### src/rtl/ifft_tile_arb_pkg.sv
// Shared constants, state encoding and width helper for the IFFT tile arbiter.
package ifft_tile_arb_pkg;

    localparam int unsigned FFT_ROWS_DEF = 8;
    localparam int unsigned FFT_CHNL_DEF = 8;

    typedef logic [1:0] state_t;
    localparam state_t ST_IDLE = 2'd0;
    localparam state_t ST_ROWS = 2'd1;
    localparam state_t ST_GAP  = 2'd2;

    function automatic int unsigned cplx_w(input int unsigned datalen);
        return 2 * datalen;
    endfunction

endpackage

### src/rtl/ifft_tag_fifo.sv
// Small synchronous FIFO carrying requester IDs of tiles in flight through the IFFT.
module ifft_tag_fifo #(
    parameter int unsigned WIDTH = 2,
    parameter int unsigned DEPTH = 4
) (
    input  logic             clk,
    input  logic             rstn,
    input  logic             push,
    input  logic [WIDTH-1:0] push_data,
    input  logic             pop,
    output logic [WIDTH-1:0] head,
    output logic             full,
    output logic             empty
);

    localparam int unsigned AW = $clog2(DEPTH);
    localparam int unsigned CW = AW + 1;

    logic [WIDTH-1:0] mem_q [DEPTH];
    logic [WIDTH-1:0] mem_d [DEPTH];
    logic [AW-1:0]    wr_ptr_q, wr_ptr_d;
    logic [AW-1:0]    rd_ptr_q, rd_ptr_d;
    logic [CW-1:0]    cnt_q, cnt_d;
    logic             do_push, do_pop;

    // Pointers wrap naturally because DEPTH is a power of two.
    always_comb begin
        do_push  = push && !full;
        do_pop   = pop && !empty;
        mem_d    = mem_q;
        wr_ptr_d = wr_ptr_q;
        rd_ptr_d = rd_ptr_q;
        if (do_push) begin
            mem_d[wr_ptr_q] = push_data;
            wr_ptr_d        = wr_ptr_q + AW'(1);
        end
        if (do_pop) begin
            rd_ptr_d = rd_ptr_q + AW'(1);
        end
        cnt_d = cnt_q + CW'(do_push) - CW'(do_pop);
    end

    always_ff @(posedge clk or negedge rstn) begin
        if (!rstn) begin
            for (int i = 0; i < int'(DEPTH); i++) begin
                mem_q[i] <= '0;
            end
            wr_ptr_q <= '0;
            rd_ptr_q <= '0;
            cnt_q    <= '0;
        end else begin
            mem_q    <= mem_d;
            wr_ptr_q <= wr_ptr_d;
            rd_ptr_q <= rd_ptr_d;
            cnt_q    <= cnt_d;
        end
    end

    assign head  = mem_q[rd_ptr_q];
    assign full  = (cnt_q == CW'(DEPTH));
    assign empty = (cnt_q == '0);

endmodule

### src/rtl/ifft_tile_arb.sv
// Round-robin tile arbiter feeding rows to a 2D IFFT and tagging tiles as they emerge.
module ifft_tile_arb
    import ifft_tile_arb_pkg::*;
#(
    parameter int unsigned DATALEN  = 16,
    parameter int unsigned FFTCHNL  = FFT_CHNL_DEF,
    parameter int unsigned NREQ     = 4,
    parameter int unsigned ROWS     = FFT_ROWS_DEF,
    parameter int unsigned GAP      = 8,
    parameter int unsigned OUTBEATS = 1,
    parameter int unsigned TAGDEPTH = 4
) (
    input  logic                                           clk,
    input  logic                                           rstn,
    input  logic [NREQ-1:0]                                req,
    input  logic [NREQ-1:0][FFTCHNL-1:0][cplx_w(DATALEN)-1:0] req_data,
    output logic [NREQ-1:0]                                grant,
    output logic [$clog2(ROWS)-1:0]                        rowidx,
    output logic                                           fft_invalid,
    output logic [FFTCHNL-1:0][cplx_w(DATALEN)-1:0]        fft_indata,
    input  logic                                           fft_outvalid,
    output logic [$clog2(NREQ)-1:0]                        out_tag,
    output logic                                           out_tagvalid,
    output logic                                           err_underflow
);

    localparam int unsigned CW       = cplx_w(DATALEN);
    localparam int unsigned RW       = $clog2(ROWS);
    localparam int unsigned IW       = $clog2(NREQ);
    localparam int unsigned GW       = (GAP > 1) ? $clog2(GAP) : 1;
    localparam int unsigned BW       = (OUTBEATS > 1) ? $clog2(OUTBEATS) : 1;
    localparam int unsigned GAP_LAST = (GAP > 0) ? GAP - 1 : 0;

    state_t                         state_q, state_d;
    logic [NREQ-1:0]                grant_q, grant_d;
    logic [IW-1:0]                  owner_q, owner_d;
    logic [IW-1:0]                  rr_ptr_q, rr_ptr_d;
    logic [RW-1:0]                  rowidx_q, rowidx_d;
    logic [GW-1:0]                  gap_cnt_q, gap_cnt_d;
    logic [BW-1:0]                  beat_q, beat_d;
    logic                           fft_invalid_q, fft_invalid_d;
    logic [FFTCHNL-1:0][CW-1:0]     fft_indata_q, fft_indata_d;
    logic                           err_q, err_d;

    logic          win_found;
    logic [IW-1:0] win_idx;
    logic [IW-1:0] cand;
    logic          push, pop;
    logic          tag_full, tag_empty;

    // Scan from the highest offset down so the closest requester to rr_ptr wins.
    always_comb begin
        win_found = 1'b0;
        win_idx   = '0;
        cand      = '0;
        for (int i = int'(NREQ) - 1; i >= 0; i--) begin
            cand = IW'((int'(rr_ptr_q) + i) % int'(NREQ));
            if (req[cand]) begin
                win_found = 1'b1;
                win_idx   = cand;
            end
        end
    end

    always_comb begin
        state_d       = state_q;
        grant_d       = grant_q;
        owner_d       = owner_q;
        rr_ptr_d      = rr_ptr_q;
        rowidx_d      = rowidx_q;
        gap_cnt_d     = gap_cnt_q;
        push          = 1'b0;
        fft_invalid_d = (state_q == ST_ROWS);
        fft_indata_d  = fft_invalid_d ? req_data[owner_q] : fft_indata_q;
        case (state_q)
            ST_IDLE: begin
                if (win_found && !tag_full) begin
                    state_d  = ST_ROWS;
                    grant_d  = NREQ'(1) << win_idx;
                    owner_d  = win_idx;
                    rowidx_d = '0;
                    push     = 1'b1;
                    rr_ptr_d = (win_idx == IW'(NREQ - 1)) ? '0 : win_idx + IW'(1);
                end
            end
            ST_ROWS: begin
                if (rowidx_q == RW'(ROWS - 1)) begin
                    grant_d  = '0;
                    rowidx_d = '0;
                    if (GAP > 0) begin
                        state_d   = ST_GAP;
                        gap_cnt_d = '0;
                    end else begin
                        state_d = ST_IDLE;
                    end
                end else begin
                    rowidx_d = rowidx_q + RW'(1);
                end
            end
            ST_GAP: begin
                if (gap_cnt_q == GW'(GAP_LAST)) begin
                    state_d = ST_IDLE;
                end else begin
                    gap_cnt_d = gap_cnt_q + GW'(1);
                end
            end
            default: state_d = ST_IDLE;
        endcase
    end

    // Output-side beat counting; a beat with nothing queued only flags the error.
    always_comb begin
        pop    = 1'b0;
        beat_d = beat_q;
        err_d  = err_q;
        if (fft_outvalid) begin
            if (tag_empty) begin
                err_d = 1'b1;
            end else if (beat_q == BW'(OUTBEATS - 1)) begin
                pop    = 1'b1;
                beat_d = '0;
            end else begin
                beat_d = beat_q + BW'(1);
            end
        end
    end

    always_ff @(posedge clk or negedge rstn) begin
        if (!rstn) begin
            state_q       <= ST_IDLE;
            grant_q       <= '0;
            owner_q       <= '0;
            rr_ptr_q      <= '0;
            rowidx_q      <= '0;
            gap_cnt_q     <= '0;
            beat_q        <= '0;
            fft_invalid_q <= 1'b0;
            fft_indata_q  <= '0;
            err_q         <= 1'b0;
        end else begin
            state_q       <= state_d;
            grant_q       <= grant_d;
            owner_q       <= owner_d;
            rr_ptr_q      <= rr_ptr_d;
            rowidx_q      <= rowidx_d;
            gap_cnt_q     <= gap_cnt_d;
            beat_q        <= beat_d;
            fft_invalid_q <= fft_invalid_d;
            fft_indata_q  <= fft_indata_d;
            err_q         <= err_d;
        end
    end

    ifft_tag_fifo #(
        .WIDTH (IW),
        .DEPTH (TAGDEPTH)
    ) u_tag_fifo (
        .clk       (clk),
        .rstn      (rstn),
        .push      (push),
        .push_data (win_idx),
        .pop       (pop),
        .head      (out_tag),
        .full      (tag_full),
        .empty     (tag_empty)
    );

    assign grant         = grant_q;
    assign rowidx        = rowidx_q;
    assign fft_invalid   = fft_invalid_q;
    assign fft_indata    = fft_indata_q;
    assign out_tagvalid  = fft_outvalid && !tag_empty;
    assign err_underflow = err_q;

endmodule

### config.mk
export PLATFORM = sky130hd
export DESIGN_NAME = ifft_tile_arb
export DESIGN_NICKNAME = d
export VERILOG_FILES = /design/src/rtl/ifft_tile_arb_pkg.sv /design/src/rtl/ifft_tag_fifo.sv /design/src/rtl/ifft_tile_arb.sv
export SDC_FILE = /design/constraint.sdc
export NUM_CORES = 1
export LEC_CHECK = 0
export ABC_AREA = 1
export ABC_CLOCK_PERIOD_IN_PS = 4190
export BUFFER_PORTS_ARGS = -buffer_cell sky130_fd_sc_hd__buf_2
export CORE_AREA = 5 5 509 511
export DETAILED_ROUTE_END_ITERATION = 12
export DIE_AREA = 0 0 514 516
export GPL_TIMING_DRIVEN = 0
export MAX_ROUTING_LAYER = met4
export PLACE_DENSITY_LB_ADDON = 0.2
export SYNTH_ARGS = -nofsm -noshare
export SYNTH_HDL_FRONTEND = slang
export SYNTH_SLANG_ARGS = --single-unit
### constraint.sdc
create_clock -name clk -period 4.19 [get_ports clk]
set_input_delay 0.2095 -clock clk [delete_from_list [all_inputs] [get_ports clk]]
set_output_delay 0.2095 -clock clk [all_outputs]
set_load 0.05 [all_outputs]
==> results of run 1 <==
-- metrics by stage --
stage / TNS, ns / area (µm²)
2_1_floorplan: 0 / 18200
3_3_place_gp: -1242.57 / 28900
3_5_place_dp: 0 / 29000
4_1_cts: 0 / 38000
5_1_grt: -0.00187 / 38100
-- synthesized netlist by cell type (all sizes together) --
| library cell | number | share of area |
|---|---|---|
| nand2 | 83 | 0.019 |
| a21oi | 1 | 0.00028 |
| clkbuf | 98 | 0.020 |
| dfrtp | 289 | 0.40 |
| ha | 14 | 0.0096 |
| inv | 31 | 0.0067 |
| buf | 132 | 0.035 |
| nand3 | 17 | 0.0047 |
| xnor2 | 2 | 0.00096 |
| a31oi | 256 | 0.088 |
| xor2 | 2 | 0.00096 |
| o22ai | 2 | 0.00069 |
| a31o | 1 | 0.00048 |
| a211oi | 1 | 0.00069 |
| o21ai | 527 | 0.15 |
| fa | 1 | 0.0011 |
| nor2 | 1293 | 0.27 |
-- routing by layer --
layer  GRT usage
met1       0.181
met2       0.279
met3      0.0460
met4      0.0379
met5           -
-- logic make-up after synthesis --
| family | count (synthesis) | share of synthesized area |
|---|---|---|
| simple gates | 1393 | 0.291 |
| compound gates | 788 | 0.236 |
| flops | 289 | 0.398 |
| buf+inv | 261 | 0.0623 |
| fa+ha+maj | 15 | 0.0107 |
| xor+xnor | 4 | 0.00193 |
-- repair_timing --
item	CTS	global route
endpoints found under the hold margin	463	0
resized for setup	0	4
hold buffers	738	0
setup endpoints to repair	0	13
==> flow_metrics.env, run 1 <==
export IMPL_synthesis_warning_total=0
export IMPL_post_synth_design_cell_area_um2=18200
export IMPL_status="did not finish"
export IMPL_detailed_place_hpwl_um=188000
export IMPL_clock_path_buffers=3
export IMPL_io_pin_count=1299
export IMPL_grtUsageTotal=0.160
export IMPL_initial_antenna_violation_count=191
export IMPL_horizontal_extent_of_the_die_um=514
export IMPL_post_cts_setup_bufs=0
export IMPL_grt_max_degree=86
export IMPL_rows=185
export IMPL_htree_levels=2
export IMPL_grt_pass1_wl_um=279000
export IMPL_numPlacedInstances=7420
export IMPL_synthCells=2750
export IMPL_worst_ep_kind="register input"
export IMPL_first_global_vias=30500
export IMPL_globalplace_congestion=0.969
export IMPL_first_error_line_in_the_log="[ERROR DRT-0255] Maze Route cannot find path of net req_data[502] in worker of routeBox ( 483000 96600 ) ( 514000 144900 )."
export IMPL_repair_timing_grt_worst_ep="fft_indata[46]$_DFFE_PN0P_/D"
export IMPL_post_place_ws_ns=0.282
export IMPL_io_buffer_count=1298
export IMPL_yosys_register_bits=289
export IMPL_floorplan_die_height_um=516
export IMPL_syn_avg_cell_area_um2=6.61
export IMPL_initial_core_util=0.0717
export IMPL_last_stage_reached="5_2_route"
export IMPL_clkSinkCount=289
export IMPL_ys_seq_area_frac=0.398
export IMPL_yosys_cell_types_count=25
export IMPL_grt_remaining_overflow=0
export IMPL_ctsRootBufferMaster="sky130_fd_sc_hd__clkbuf_16"
export IMPL_synthesis_nets=3796
export IMPL_cts_made_buffers=47
==> inputs of run 2 (changes only) <==
- MAX_ROUTING_LAYER: met4 -> default
- PLACE_DENSITY_LB_ADDON: 0.2 -> 0.15
==> run 2 against run 1 <==
Net effect:
- the flow now finishes without violations
- synthesized cell count stayed put
- global-route usage is 0.46 points lower
- synthesized area unchanged
==> flow_metrics.env, run 2 <==
export IMPL_initial_core_util=0.0717
export IMPL_io_buffer_count=1298
export IMPL_design_final_nets=5925
export IMPL_setup_worst_path_end_class="flip-flop"
export IMPL_worst_skew_pair_late_latency_ns=0.65
export IMPL_final_setup_skew_ns=0.0155
export IMPL_synthCells=2750
export IMPL_power_density_nw_per_um2=863
export IMPL_drt_pass1_iter_count=5
export IMPL_timing_final_crit_period_ns=4.00
export IMPL_htree_levels=2
export IMPL_synth_enable_flop_cells=0
export IMPL_multi_input_area_um2=9800
export IMPL_yosys_cell_types_count=25
export IMPL_timing_hold_worst_path_depth=3
export IMPL_first_global_vias=30300
export IMPL_grt_pass1_wl_um=279000
export IMPL_globalplace_congestion=0.887
export IMPL_area_of_the_die_um2=265000
export IMPL_rsz0062_at_grt="false"
export IMPL_tritoncts="done"
export IMPL_post_drt_wl_per_cell_um=25.9
export IMPL_io_pin_count=1299
export IMPL_final_max_slew_viol_count=0
export IMPL_start_kind="flip-flop"
export IMPL_rows=185
export IMPL_synthesis_nets=3796
export IMPL_drt_antenna_violating_nets=0
export IMPL_cts_made_buffers=47
export IMPL_first_drt_iteration_drcs=1977
export IMPL_synth_top_area_frac=0.398
export IMPL_total_leakage_power_nw=16.6
export IMPL_final_period_utilization=0.954
export IMPL_cap_viol_max_count=0
export IMPL_ys_seq_area_frac=0.398
export IMPL_synthesis_warning_total=0
export IMPL_layout_commonest_cell="sky130_fd_sc_hd__buf_2"
export IMPL_numPlacedInstances=7417
export IMPL_yosys_register_bits=289
export IMPL_grt_remaining_overflow=0
export IMPL_hold_violations=0
export IMPL_floorplan_die_height_um=516
export IMPL_post_place_ws_ns=0.417
export IMPL_crit_required_ns=4.76
export IMPL_final_hold_worst_slack_ns=0.0418
export IMPL_post_layout_nonfiller_instances=8355
export IMPL_fillCellCount=29900
export IMPL_most_frequent_cell_after_synthesis="sky130_fd_sc_hd__nor2_1"
export IMPL_routed_wl_um=217000
export IMPL_clock_fmax_ghz=0.250
export IMPL_synthTopCellsByArea="sky130_fd_sc_hd__dfrtp_1 40%, sky130_fd_sc_hd__nor2_1 27%, sky130_fd_sc_hd__o21ai_0 14%"
export IMPL_ctsRootBufferMaster="sky130_fd_sc_hd__clkbuf_16"
export IMPL_syn_to_final_growth_pct=112
export IMPL_initial_antenna_violation_count=217
export IMPL_seqCellArea_um2=7230
export IMPL_worst_setup_path_type="reg2reg"
export IMPL_syn_avg_cell_area_um2=6.61
export IMPL_synth_top_area_cell="sky130_fd_sc_hd__dfrtp_1"
export IMPL_critPathArrivalTime_ns=4.57
export IMPL_grtUsageTotal=0.155
export IMPL_post_drt_via_cell_ratio=3.51
export IMPL_most_frequent_cells_after_synthesis="1292 x sky130_fd_sc_hd__nor2_1, 524 x sky130_fd_sc_hd__o21ai_0, 289 x sky130_fd_sc_hd__dfrtp_1, 256 x sky130_fd_sc_hd__a31oi_1, 99 x sky130_fd_sc_hd__buf_2"
export IMPL_holdCritPathClass="in2reg"
export IMPL_clkSinkCount=289
export IMPL_horizontal_extent_of_the_die_um=514
export IMPL_vdd_drop_max_mv=0.270
export IMPL_route_vias_total=29400
export IMPL_final_setup_viol_count=0
export IMPL_cts_reportedPaths_clkPinSlew_ns=0.06
export IMPL_postSynth_topFlopCell="sky130_fd_sc_hd__dfrtp_1"
export IMPL_worst_slack_ns=0.191
export IMPL_worst_pin_slew_ns=1.17
export IMPL_asyncSetResetFlopFracSynth=1.00
export IMPL_largest_register_ffs=256
export IMPL_worstRegToRegCells=8
export IMPL_post_route_drc_count=0
export IMPL_clock_path_buffers=3
export IMPL_core_area_um2=253000
export IMPL_drive_gt1_frac=0.303
export IMPL_critPathMaxFanout=10
export IMPL_detailed_place_hpwl_um=185000
export IMPL_slew_limit_headroom=0.222
export IMPL_post_synth_design_cell_area_um2=18200
export IMPL_status="completed"
export IMPL_final_cell_mix="1395 x sky130_fd_sc_hd__buf_2, 1292 x sky130_fd_sc_hd__nor2_1, 779 x sky130_fd_sc_hd__dlygate4sd3_1"
export IMPL_grt_max_degree=89
## run 2: cell counts after synthesis
No cell type changed its count.
## run 2: worst paths after layout
kind                               start              end  slack [ns]
setup / recovery              owner_q[0]  fft_indata[151]        0.19
hold / removal             req_data[826]   fft_indata[58]        0.04
setup reg to reg              owner_q[0]  fft_indata[151]        0.19
hold reg to reg             gap_cnt_q[1]     gap_cnt_q[1]        0.48
max in group asynchronous           rstn  fft_indata[188]        2.58
min in group asynchronous           rstn   fft_indata[10]        0.07
## run 2: area by class of cell
type	count	area share
inverters	31	0.00315
multi-input cells	2200	0.255
clock buffers	73	0.0363
diodes	77	0.00501
plain buffers	230	0.0264
repair buffers	2080	0.374
clock inverters	9	0.00332
flip-flops and latches	289	0.188
well taps	3366	0.109
## run 2: worst max-delay path: stages, from the launching register on
cell and delay [ns]:
sky130_fd_sc_hd__dfrtp_1 0.35, sky130_fd_sc_hd__buf_2 0.38, sky130_fd_sc_hd__inv_2 0.46, sky130_fd_sc_hd__buf_2 0.53, sky130_fd_sc_hd__clkbuf_1 0.60, sky130_fd_sc_hd__o21ai_0 0.22
sky130_fd_sc_hd__dlygate4sd3_1 0.61, sky130_fd_sc_hd__a31oi_1 0.13, sky130_fd_sc_hd__dlygate4sd3_1 0.57
## run 2: what timing repair did
item	in CTS	in global routing
endpoints found under the hold margin	368	0
setup buffers	0	0
hold buffers	779	0
gates resized for setup	0	5
endpoints found under the setup margin	0	12
## run 2: logic make-up after synthesis
| kind of cell | share of synthesized area |
|---|---|
| xor gates and xnor gates | 0.00193 |
| buffers and inverters | 0.0623 |
| adders and majority gates | 0.0107 |
| AOI/OAI and AO/OA | 0.236 |
| DFF | 0.398 |
| and+or+nand+nor | 0.291 |
## run 2: per-stage QoR
step           TNS (ns)  power (W)  utilization  instance area, µm²
6_report              0     0.0332        0.152               38500
5_1_grt               0     0.0355        0.152               38400
4_1_cts               0     0.0338        0.151               38300
3_5_place_dp          0     0.0252        0.114               29000
3_3_place_gp   -1301.36     0.0252        0.114               28900
2_1_floorplan         0     0.0167            -               18200
## run 2: per-layer routing
| metal | global-route usage | part of all wire | vias to the layer above |
|---|---|---|---|
| met5 | 0.00595 | 0.0024 | - |
| met2 | 0.266 | 0.48 | 1501 |
| li1 | - | - | 13500 |
| met3 | 0.0528 | 0.094 | 410 |
| met1 | 0.175 | 0.38 | 13900 |
| met4 | 0.0675 | 0.049 | 80 |
## run 2: power by group
group / internal (W) / switching (W)
Combinational: 0.00808 / 0.0158
Clock: 0.00245 / 0.00173
Sequential: 0.00432 / 0.000864
Total: 0.0148 / 0.0184
(Power assumes the default switching activity.)
